[src/rtl/riscv_pkg.sv]
// Shared integer-core types; this slice carries the writeback arbiter's entry
// format and default sizing.
package riscv_pkg;

    typedef logic [4:0] reg_idx_t;

    typedef struct packed {
        logic        live;
        reg_idx_t    rd;
        logic [31:0] data;
    } wb_entry_t;

    localparam int WB_DEPTH        = 4;
    localparam int WB_STARVE_LIMIT = 3;

endpackage

[src/rtl/wb_fifo.sv]
// In-order load buffer for the writeback arbiter: circular queue of wb_entry_t
// with push, pop, kill-by-rd and an oldest-to-youngest read-out for queries.
// Optional macro WB_FWD_EN adds the per-entry data read-out.
module wb_fifo
    import riscv_pkg::*;
#(
    parameter int DEPTH = WB_DEPTH
) (
    input  logic                  clk,
    input  logic                  rst,
    input  logic                  push,
    input  wb_entry_t             push_entry,
    input  logic                  pop,
    input  logic                  kill,
    input  reg_idx_t              kill_rd,
    output wb_entry_t             head,
    output logic                  full,
    output logic                  empty,
    output logic     [DEPTH-1:0]  age_live,
    output reg_idx_t [DEPTH-1:0]  age_rd
`ifdef WB_FWD_EN
    ,
    output logic [DEPTH-1:0][31:0] age_data
`endif
);

    localparam int PW = $clog2(DEPTH);

    wb_entry_t [DEPTH-1:0] mem_q, mem_d;
    logic [PW:0] rd_ptr_q, rd_ptr_d;
    logic [PW:0] wr_ptr_q, wr_ptr_d;
    logic [PW:0] count;

    // The extra pointer bit makes count reach DEPTH exactly when full.
    assign count = wr_ptr_q - rd_ptr_q;
    assign empty = (count == '0);
    assign full  = count[PW];
    assign head  = mem_q[rd_ptr_q[PW-1:0]];

    always_comb begin
        mem_d    = mem_q;
        rd_ptr_d = rd_ptr_q;
        wr_ptr_d = wr_ptr_q;
        if (kill) begin
            for (int i = 0; i < DEPTH; i++) begin
                if (mem_q[i].rd == kill_rd) begin
                    mem_d[i].live = 1'b0;
                end
            end
        end
        if (push && !full) begin
            mem_d[wr_ptr_q[PW-1:0]] = push_entry;
            wr_ptr_d                = wr_ptr_q + (PW+1)'(1);
        end
        if (pop && !empty) begin
            rd_ptr_d = rd_ptr_q + (PW+1)'(1);
        end
    end

    // Index 0 of the read-out is the head, so later indices are younger.
    always_comb begin
        age_live = '0;
        age_rd   = '0;
`ifdef WB_FWD_EN
        age_data = '0;
`endif
        for (int i = 0; i < DEPTH; i++) begin
            age_live[i] = mem_q[rd_ptr_q[PW-1:0] + PW'(i)].live && ((PW+1)'(i) < count);
            age_rd[i]   = mem_q[rd_ptr_q[PW-1:0] + PW'(i)].rd;
`ifdef WB_FWD_EN
            age_data[i] = mem_q[rd_ptr_q[PW-1:0] + PW'(i)].data;
`endif
        end
    end

    always_ff @(posedge clk) begin
        if (rst) begin
            mem_q    <= '0;
            rd_ptr_q <= '0;
            wr_ptr_q <= '0;
        end else begin
            mem_q    <= mem_d;
            rd_ptr_q <= rd_ptr_d;
            wr_ptr_q <= wr_ptr_d;
        end
    end

endmodule

[src/rtl/wb_arbiter.sv]
// Writeback arbiter: merges ALU results and buffered loads onto the single
// register-file write port and answers pending-write queries. Optional macro WB_FWD_EN.
module wb_arbiter
    import riscv_pkg::*;
#(
    parameter int DEPTH        = WB_DEPTH,
    parameter int STARVE_LIMIT = WB_STARVE_LIMIT
) (
    input  logic        clk,
    input  logic        rst,
    input  logic        alu_valid,
    output logic        alu_ready,
    input  reg_idx_t    alu_rd,
    input  logic [31:0] alu_data,
    input  logic        ld_valid,
    output logic        ld_ready,
    input  reg_idx_t    ld_rd,
    input  logic [31:0] ld_data,
    output logic        RegWrite,
    output logic [4:0]  rd,
    output logic [31:0] Rd,
    input  reg_idx_t    q_rs1,
    input  reg_idx_t    q_rs2,
    output logic        q_hit1,
    output logic        q_hit2
`ifdef WB_FWD_EN
    ,
    output logic [31:0] q_data1,
    output logic [31:0] q_data2
`endif
);

    localparam int CW = $clog2(STARVE_LIMIT + 1);
    localparam logic [CW-1:0] LIMIT = CW'(STARVE_LIMIT);

    logic          wr_en_q, wr_en_d;
    reg_idx_t      wr_idx_q, wr_idx_d;
    logic [31:0]   wr_data_q, wr_data_d;
    logic [CW-1:0] starve_cnt_q, starve_cnt_d;

    logic      starve, alu_fire, ld_fire, pop, bypass, push, kill;
    wb_entry_t head, push_entry;
    logic      full, empty;

    logic     [DEPTH-1:0] age_live;
    reg_idx_t [DEPTH-1:0] age_rd;
`ifdef WB_FWD_EN
    logic [DEPTH-1:0][31:0] age_data;
    logic [1:0][31:0]       q_val;
`endif
    reg_idx_t [1:0] q_idx;
    logic     [1:0] q_hit_v;

    wb_fifo #(
        .DEPTH (DEPTH)
    ) u_fifo (
        .clk        (clk),
        .rst        (rst),
        .push       (push),
        .push_entry (push_entry),
        .pop        (pop),
        .kill       (kill),
        .kill_rd    (alu_rd),
        .head       (head),
        .full       (full),
        .empty      (empty),
        .age_live   (age_live),
        .age_rd     (age_rd)
`ifdef WB_FWD_EN
        ,
        .age_data   (age_data)
`endif
    );

    always_comb begin
        starve     = !rst && !empty && (starve_cnt_q == LIMIT);
        alu_ready  = !rst && !starve;
        ld_ready   = !rst && !full;
        alu_fire   = alu_valid && alu_ready;
        ld_fire    = ld_valid && ld_ready;
        pop        = 1'b0;
        bypass     = 1'b0;
        wr_en_d    = 1'b0;
        wr_idx_d   = wr_idx_q;
        wr_data_d  = wr_data_q;

        if (starve || (!alu_fire && !rst && !empty)) begin
            pop       = 1'b1;
            wr_en_d   = head.live;
            wr_idx_d  = head.rd;
            wr_data_d = head.data;
        end else if (alu_fire) begin
            wr_en_d   = (alu_rd != '0);
            wr_idx_d  = alu_rd;
            wr_data_d = alu_data;
        end else if (ld_fire) begin
            bypass    = 1'b1;
            wr_en_d   = (ld_rd != '0);
            wr_idx_d  = ld_rd;
            wr_data_d = ld_data;
        end

        // A same-cycle ALU result to the same register is younger, so the load dies here.
        kill       = alu_fire && (alu_rd != '0);
        push       = ld_fire && !bypass && (ld_rd != '0) && !(kill && (alu_rd == ld_rd));
        push_entry = '{live: 1'b1, rd: ld_rd, data: ld_data};

        starve_cnt_d = starve_cnt_q;
        if (empty || pop) begin
            starve_cnt_d = '0;
        end else if (starve_cnt_q != LIMIT) begin
            starve_cnt_d = starve_cnt_q + CW'(1);
        end
    end

    always_ff @(posedge clk) begin
        if (rst) begin
            wr_en_q      <= 1'b0;
            wr_idx_q     <= '0;
            wr_data_q    <= '0;
            starve_cnt_q <= '0;
        end else begin
            wr_en_q      <= wr_en_d;
            wr_idx_q     <= wr_idx_d;
            wr_data_q    <= wr_data_d;
            starve_cnt_q <= starve_cnt_d;
        end
    end

    assign RegWrite = wr_en_q;
    assign rd       = wr_idx_q;
    assign Rd       = wr_data_q;

    assign q_idx[0] = q_rs1;
    assign q_idx[1] = q_rs2;

    // Search oldest to youngest so the last match left standing is the youngest.
    always_comb begin
        q_hit_v = '0;
`ifdef WB_FWD_EN
        q_val = '0;
`endif
        for (int p = 0; p < 2; p++) begin
            if (wr_en_q && (wr_idx_q == q_idx[p])) begin
                q_hit_v[p] = 1'b1;
`ifdef WB_FWD_EN
                q_val[p] = wr_data_q;
`endif
            end
            for (int i = 0; i < DEPTH; i++) begin
                if (age_live[i] && (age_rd[i] == q_idx[p])) begin
                    q_hit_v[p] = 1'b1;
`ifdef WB_FWD_EN
                    q_val[p] = age_data[i];
`endif
                end
            end
            if (rst || (q_idx[p] == '0)) begin
                q_hit_v[p] = 1'b0;
`ifdef WB_FWD_EN
                q_val[p] = '0;
`endif
            end
        end
    end

    assign q_hit1 = q_hit_v[0];
    assign q_hit2 = q_hit_v[1];
`ifdef WB_FWD_EN
    assign q_data1 = q_val[0];
    assign q_data2 = q_val[1];
`endif

endmodule

[config.mk]
export PLATFORM = sky130hd
export DESIGN_NAME = wb_arbiter
export DESIGN_NICKNAME = d
export VERILOG_FILES = /design/src/rtl/riscv_pkg.sv /design/src/rtl/wb_fifo.sv /design/src/rtl/wb_arbiter.sv
export SDC_FILE = /design/constraint.sdc
export NUM_CORES = 1
export LEC_CHECK = 0
export ABC_CLOCK_PERIOD_IN_PS = 6500
export BUFFER_PORTS_ARGS = -buffer_cell sky130_fd_sc_hd__buf_2
export CELL_PAD_IN_SITES_DETAIL_PLACEMENT = 1
export CELL_PAD_IN_SITES_GLOBAL_PLACEMENT = 1
export CORE_MARGIN = 3
export CORE_UTILIZATION = 35
export DETAILED_ROUTE_END_ITERATION = 10
export PLACE_DENSITY_LB_ADDON = 0.1
export SYNTH_ARGS = -nofsm -noshare
export SYNTH_HDL_FRONTEND = slang
export SYNTH_HIERARCHICAL = 1
export SYNTH_SLANG_ARGS = --single-unit
[constraint.sdc]
create_clock -name clk -period 6.5 [get_ports clk]
set_input_delay 0.975 -clock clk [delete_from_list [all_inputs] [get_ports clk]]
set_output_delay 0.975 -clock clk [all_outputs]
set_load 0.02 [all_outputs]
==> key figures, run 1 <==
Final layout
  • Area of the multi-input gates: 5418 sq um
  • Fillers: 3370
  • Area growth syn-to-layout: 12.34%
  • Finished Layout Cells: 1584
  • Final core occ: 0.4017
  • Commonest non-fill, non-tap cell in the layout: nand2_1
  • Storage element area: 3969 sq um
  • Final net count: 1289
  • Layout cells sized above 1: 0.2023
  • Ant. Diodes: 0
  • Most frequent cells in the layout: 301 x nand2_1, 196 x dfxtp_1, 152 x a21oi_1

Drt
  • 1st-iter DRT viols: 587
  • Vias per Instance: 5.428
  • WL/cell: 20.88 um
  • Vias: 8598
  • Post-Route WL: 33070 um
  • First-pass DRT Iterations: 5
  • Residual DRC: 0
  • Antenna Violating Nets Remaining: 0

Floorplanning
  • Chip width: 175.2 um
  • I/O Pins: 130
  • Die area: 30680 sq um
  • FP Rows: 61
  • Initial Util: 0.3576
  • CORE AREA: 28010 sq um
  • Die Y: 175.2 um

STA
  • Period utilization: 0.7332
  • Setup total negative slack: 0 ns
  • Final hold slack: 0.4334 ns
  • Fmax: 0.2098 GHz
  • Max Slew Vio Count: 0
  • Worst-margin pin slew: 1.110 ns
  • Setup Skew: 0.01770 ns
  • PnR worst setup slack: 1.734 ns
  • Final Hold Violating Endpoints: 0
  • Slew headroom: 0.2575
  • Final setup viols: 0
  • Fin crit period: 4.766 ns
  • Unrepaired setup endpoints after global routing: false

Critical path
  • WP data arrival: 3.79 ns
  • CP most frequent cell: a31oi_1
  • Worst stage delay on the critical path: 0.72 ns
  • Reg2Reg Depth: 15
  • WP data required: 5.52 ns
  • CP Launch Point: u_fifo/rd_ptr_q[0]$_SDFFE_PP0P_
  • Setup crit end: q_hit1
  • Critical path endpoint category: output port
  • Crit-path max FO: 58
  • Critical Path, Cell by Cell: buf_4 -> ha_1 -> mux4_2 -> xor2_1 -> nor4_1 -> a31oi_1 -> a31oi_1 -> buf_2
  • Reg2Reg Setup Slack: 1.91 ns
  • CP max stage cell: buf_4
  • Kind of critical path: flop to output port
  • RR Startpoint: u_fifo/wr_ptr_q[0]$_SDFFE_PP0P_
  • Startpoint Class: flop

Yosys
  • Mapped Nets: 1230
  • Synth Register Bits: 198
  • Post-Synthesis Cells: 1134
  • Seq/Total Area, Yosys: 0.3958
  • Avg Inst Size Synth: 8.832 sq um
  • Cell variety after synth: 47
  • Mapped Area: 10020 sq um
  • Syn. warnings: 6

GRT
  • Largest net degree at the start of global routing: 118
  • GR Util met3: 0.03020
  • Vias in the first global route: 9002
  • GR met2 Demand/Resource: 0.3660
  • GR Util met1: 0.2956
  • GRT overflow: 0
  • GRT Total Usage: 0.2186
  • Wire length of the first global-routing pass: 52530 um
  • Initial antenna violation count: 0
  • Most crowded layer after global routing: met2

Worst hold path
  • Worst Hold Class: flop to flop

Run status
  • Status: finished, final reports clean

CTS
  • Clock slew at reported path FFs: 0.07 ns
  • CTS tree: yes
  • Maximum clock insertion buffer count: 2
  • Total CTS buffers: 17
  • Worst skew pair latency: 0.44 ns
  • Postcts setup bufs: 0
  • Sink Count: 198
  • CTS Root Cell: clkbuf_16
  • Resize count post-CTS: 0
  • Hold_buf cts: 0
  • Deepest level of the CTS H-tree: 4

Place
  • Routability cong.: 0.8735
  • Final HPWL DP: 20460 um
  • Number of port buffers: 129
  • Inst Count DP: 1552
  • Place WS: 1.938 ns

Pwr
  • Leak: 4.045 nW
  • PwrDens: 234.3 nW/um^2
  • Peak VDD IR: 0.1725 mV

Flow run
  • Max-Cap Viols: 0
routing by layer:
metal,share of wire,routed length (um),vias to the layer above
li1,-,-,4065
met1,0.46,15250,4277
met2,0.47,15690,211
met3,0.043,1418,45
met4,0.022,716,0
met5,0,0,-
worst max-delay path, delay by kind of cell, from the launching register on:
kind	cells	cell delay, ns
compound gates	2	0.34
fa+ha+maj	1	0.68
flops	1	0.33
mux	1	0.62
simple gates	1	0.27
buf+inv	2	0.90
xor+xnor	1	0.18
synth_stat cells, drive strengths merged:
master	instances	area [sq um]
nand2	302	1136
dfxtp	198	3964
a21oi	152	760.7
buf	63	467.9
xor2	63	551.8
mux4	56	1261
nor2	52	202.7
clkbuf	41	153.9
a211oi	38	297.8
o21ai	32	160.2
a22oi	31	232.7
xnor2	16	140.1
nor4	14	87.58
and3	12	75.07
ha	7	87.58
nand3	7	55.05
a222oi	6	60.06
a31oi	6	37.54
inv	5	18.77
nand3b	4	30.03
nor3	4	25.02
o22ai	4	25.02
or4	4	30.03
o21bai	3	22.52
o21a	2	15.01
a21boi	1	7.510
a21o	1	7.510
a311oi	1	8.760
and2	1	6.260
conb	1	3.750
fa	1	20.02
mux2i	1	10.01
nand2b	1	6.260
nor2b	1	6.260
o211a	1	10.01
or3b	1	8.760
xnor3	1	22.52
kinds of logic (layout without fill, tap and decap cells):
group                    count (synthesis)  in the layout  synth area share
buffers and inverters                  109            181           0.06396
adder cells (fa/ha/maj)                  8              8           0.01074
multiplexers                            57             57            0.1269
flip-flops                             198            198            0.3958
other                                    1              1         0.0003744
AO/OA/AOI/OAI                          278            278            0.1643
AND/OR/NAND/NOR                        403            403            0.1666
XOR/XNOR                                80             80           0.07133
worst min-delay path by stage:
stage / start / slack [ns] / end / cells after the start
after global placement: starve_cnt_q[0]$_SDFFE_PP0P_ / 0.41 / starve_cnt_q[0]$_SDFFE_PP0P_ / 1
after global routing: starve_cnt_q[0]$_SDFFE_PP0P_ / 0.46 / starve_cnt_q[0]$_SDFFE_PP0P_ / 1
after floorplan: starve_cnt_q[0]$_SDFFE_PP0P_ / 0.40 / starve_cnt_q[0]$_SDFFE_PP0P_ / 1
after detailed placement: starve_cnt_q[0]$_SDFFE_PP0P_ / 0.42 / starve_cnt_q[0]$_SDFFE_PP0P_ / 1
after CTS: starve_cnt_q[0]$_SDFFE_PP0P_ / 0.44 / starve_cnt_q[0]$_SDFFE_PP0P_ / 1
final: starve_cnt_q[0]$_SDFFE_PP0P_ / 0.43 / starve_cnt_q[0]$_SDFFE_PP0P_ / 1
metrics by stage:
step           power [mW]  area, sq um
2_1_floorplan       1.449        10020
3_3_place_gp        1.561        10640
3_5_place_dp        1.563        10640
4_1_cts             2.678        11250
5_1_grt             2.756        11250
6_report            2.636        11250
cell type report:
class	count	area share
clock buffers	17	0.03781
inverters	5	0.001668
multi-input cells	827	0.4815
clock inverters	15	0.01635
well taps	378	0.04203
repair buffers	144	0.06794
flip-flops and latches	198	0.3527
where the power goes:
group / total, mW / leakage [nW] / switching, mW / internal (mW)
Clock: 1.10 / 0.294 / 0.550 / 0.555
Sequential: 1.26 / 1.61 / 0.0194 / 1.24
Combinational: 0.272 / 2.15 / 0.180 / 0.0921
Total: 2.64 / 4.05 / 0.749 / 1.89
Note: power is estimated with default switching activity, not from simulation.
==> run 2, diff against run 1 <==
--- a/config.mk
+++ b/config.mk
@@ -5,7 +5,7 @@
 export SDC_FILE = /design/constraint.sdc
 export NUM_CORES = 1
 export LEC_CHECK = 0
-export ABC_CLOCK_PERIOD_IN_PS = 6500
+export ABC_CLOCK_PERIOD_IN_PS = 4700
 export BUFFER_PORTS_ARGS = -buffer_cell sky130_fd_sc_hd__buf_2
 export CELL_PAD_IN_SITES_DETAIL_PLACEMENT = 1
 export CELL_PAD_IN_SITES_GLOBAL_PLACEMENT = 1
==> constraint.sdc (replaced) <==
create_clock -name clk -period 4.7 [get_ports clk]
set_input_delay 0.705 -clock clk [delete_from_list [all_inputs] [get_ports clk]]
set_output_delay 0.705 -clock clk [all_outputs]
set_load 0.02 [all_outputs]
==> run 2 against run 1 <==
Compared with the run above:
- sequential power grew 38%
- first-iteration DRC count down 9.5%
- hold slack lost 0.0059 ns
- via count about the same
- non-clock buffer count increased by 12
- register-to-register slack worse by 1.3 ns
- routed wire length is essentially flat
- total power increased by 36%
- clock skew fell by 0.0039 ns
- flip-flop and latch count unchanged
- sequential share of layout area shrank 0.30 points
- cell count is 0.76% higher
- highest routed layer is now met5
==> key figures, run 2 (synthesis gave the netlist of run 1 again) <==
Drt
  • 1st-iter DRT viols: 531 (was 587)
  • Vias: 8602 (was 8598)
  • Antenna Violating Nets Remaining: 0 (unchanged)
  • First-pass DRT Iterations: 5 (unchanged)
  • WL/cell: 20.73 um (was 20.88 um)
  • Vias per Instance: 5.390 (was 5.428)
  • Residual DRC: 0 (unchanged)
  • Post-Route WL: 33090 um (was 33070 um)

GRT
  • GRT Total Usage: 0.2187 (was 0.2186)
  • Wire length of the first global-routing pass: 52430 um (was 52530 um)
  • GRT overflow: 0 (unchanged)
  • Vias in the first global route: 8894 (was 9002)
  • Initial antenna violation count: 1 (was 0)
  • Largest net degree at the start of global routing: 82 (was 118)

Critical path
  • WP data required: 5.06 ns (was 5.52 ns)
  • WP data arrival: 4.49 ns (was 3.79 ns)
  • Crit-path max FO: 25 (was 58)
  • Startpoint Class: flop (unchanged)
  • Kind of critical path: flop to flop (was flop to output port)
  • Critical path endpoint category: flop (was output port)

Final layout
  • Commonest non-fill, non-tap cell in the layout: nand2_1 (unchanged)
  • Ant. Diodes: 0 (unchanged)
  • Final net count: 1301 (was 1289)
  • Storage element area: 3969 sq um (unchanged)
  • Fillers: 3340 (was 3370)
  • Layout cells sized above 1: 0.2094 (was 0.2023)
  • Area growth syn-to-layout: 13.32% (was 12.34%)
  • Area of the multi-input gates: 5418 sq um (unchanged)
  • Most frequent cells in the layout: 301 x nand2_1, 196 x dfxtp_1, 152 x a21oi_1 (unchanged)

CTS
  • Postcts setup bufs: 0 (unchanged)
  • Maximum clock insertion buffer count: 2 (unchanged)
  • CTS tree: yes (unchanged)
  • Worst skew pair latency: 0.44 ns (about the same)
  • Sink Count: 198 (unchanged)
  • Total CTS buffers: 17 (unchanged)
  • Clock slew at reported path FFs: 0.07 ns (about the same)
  • Resize count post-CTS: 0 (unchanged)
  • Hold_buf cts: 0 (unchanged)
  • Deepest level of the CTS H-tree: 4 (unchanged)
  • CTS Root Cell: clkbuf_16 (unchanged)

Floorplanning
  • FP Rows: 61 (unchanged)
  • Chip width: 175.2 um (unchanged)
  • Die area: 30680 sq um (unchanged)
  • Initial Util: 0.3576 (unchanged)
  • CORE AREA: 28010 sq um (unchanged)
  • Die Y: 175.2 um (unchanged)
  • I/O Pins: 130 (unchanged)

STA
  • Unrepaired setup endpoints after global routing: false (unchanged)
  • Setup Skew: 0.01384 ns (was 0.01770 ns)
  • Slew headroom: 0.3665 (was 0.2575)
  • Fin crit period: 4.132 ns
  • Fmax: 0.2420 GHz
  • Worst-margin pin slew: 0.9502 ns (was 1.110 ns)
  • Period utilization: 0.8792
  • Final setup viols: 0 (unchanged)
  • Setup total negative slack: 0 ns (unchanged)
  • Final Hold Violating Endpoints: 0 (unchanged)
  • Max Slew Vio Count: 0 (unchanged)
  • PnR worst setup slack: 0.5678 ns (was 1.734 ns)

Pwr
  • Peak VDD IR: 0.1979 mV (was 0.1725 mV)
  • Design Power: 3.578 mW (was 2.636 mW)
  • Leak: 4.106 nW (was 4.045 nW)
  • PwrDens: 315.3 nW/um^2 (was 234.3 nW/um^2)

Place
  • Number of port buffers: 129 (unchanged)
  • Final HPWL DP: 21210 um (was 20460 um)
  • Place WS: 0.6295 ns (was 1.938 ns)
  • Routability cong.: 0.8705 (was 0.8735)

Run status
  • Status: finished, final reports clean (unchanged)

Worst hold path
  • Worst Hold Class: flop to flop (unchanged)

Flow run
  • Max-Cap Viols: 0 (unchanged)
run 2: layout make-up:
type                            instances  share of cell area
Clock buffer                           18             0.03781
Inverter                                5            0.001654
Timing Repair Buffer                  156             0.07970
Multi-Input combinational cell        827              0.4773
Tap cell                              378             0.04167
Sequential cell                       198              0.3497
Clock inverter                         14             0.01213
run 2: per-layer routing:
metal / vias up / global-route usage / part of all wire
met5: - / 0 / 0.00021
li1: 4090 / - / -
met3: 39 / 0.03086 / 0.038
met1: 4280 / 0.2958 / 0.46
met2: 191 / 0.3663 / 0.48
met4: 2 / 0.06017 / 0.016
run 2: critical path, cell delays in order (launching register included):
cell,delay (ns)
dfxtp_1,0.36
inv_1,0.11
ha_1,0.20
fa_1,0.41
xnor3_1,0.54
inv_2,0.18
or3b_1,0.41
o21bai_1,0.19
a311oi_1,0.24
buf_4,0.22
nand2_1,0.14
nor2_4,0.35
buf_4,0.43
nand2_1,0.10
a21oi_1,0.14
run 2: path summary, 6_finish.rpt:
path / from / to / slack, ns / depth (start not counted)
setup reg to reg: u_fifo/wr_ptr_q[0]$_SDFFE_PP0P_ / flop / 0.57 / 14
setup / recovery: u_fifo/wr_ptr_q[0]$_SDFFE_PP0P_ / flop / 0.57 / 14
hold / removal: starve_cnt_q[0]$_SDFFE_PP0P_ / starve_cnt_q[0]$_SDFFE_PP0P_ / 0.43 / 1
hold reg to reg: starve_cnt_q[0]$_SDFFE_PP0P_ / starve_cnt_q[0]$_SDFFE_PP0P_ / 0.43 / 1
run 2: through the flow:
| step | utilization | hold slack, ns | std cells | area [sq um] |
|---|---|---|---|---|
| CTS | 0.4052 | 0.4284 | 1596 | 11350 |
| finish | 0.4052 | 0.4275 | 1596 | 11350 |
| global route | 0.4052 | 0.4371 | 1596 | 11350 |
| floorplan | - | 0.3959 | 1134 | 10020 |
| global placement | 0.3850 | 0.4120 | 1564 | 10780 |
| detailed placement | 0.3850 | 0.4133 | 1564 | 10780 |
run 2: power breakdown:
| group | total, mW | switching [mW] | internal (mW) |
|---|---|---|---|
| logic | 0.382 | 0.251 | 0.132 |
| clock network | 1.45 | 0.747 | 0.708 |
| registers | 1.74 | 0.0263 | 1.72 |
| total | 3.58 | 1.02 | 2.55 |
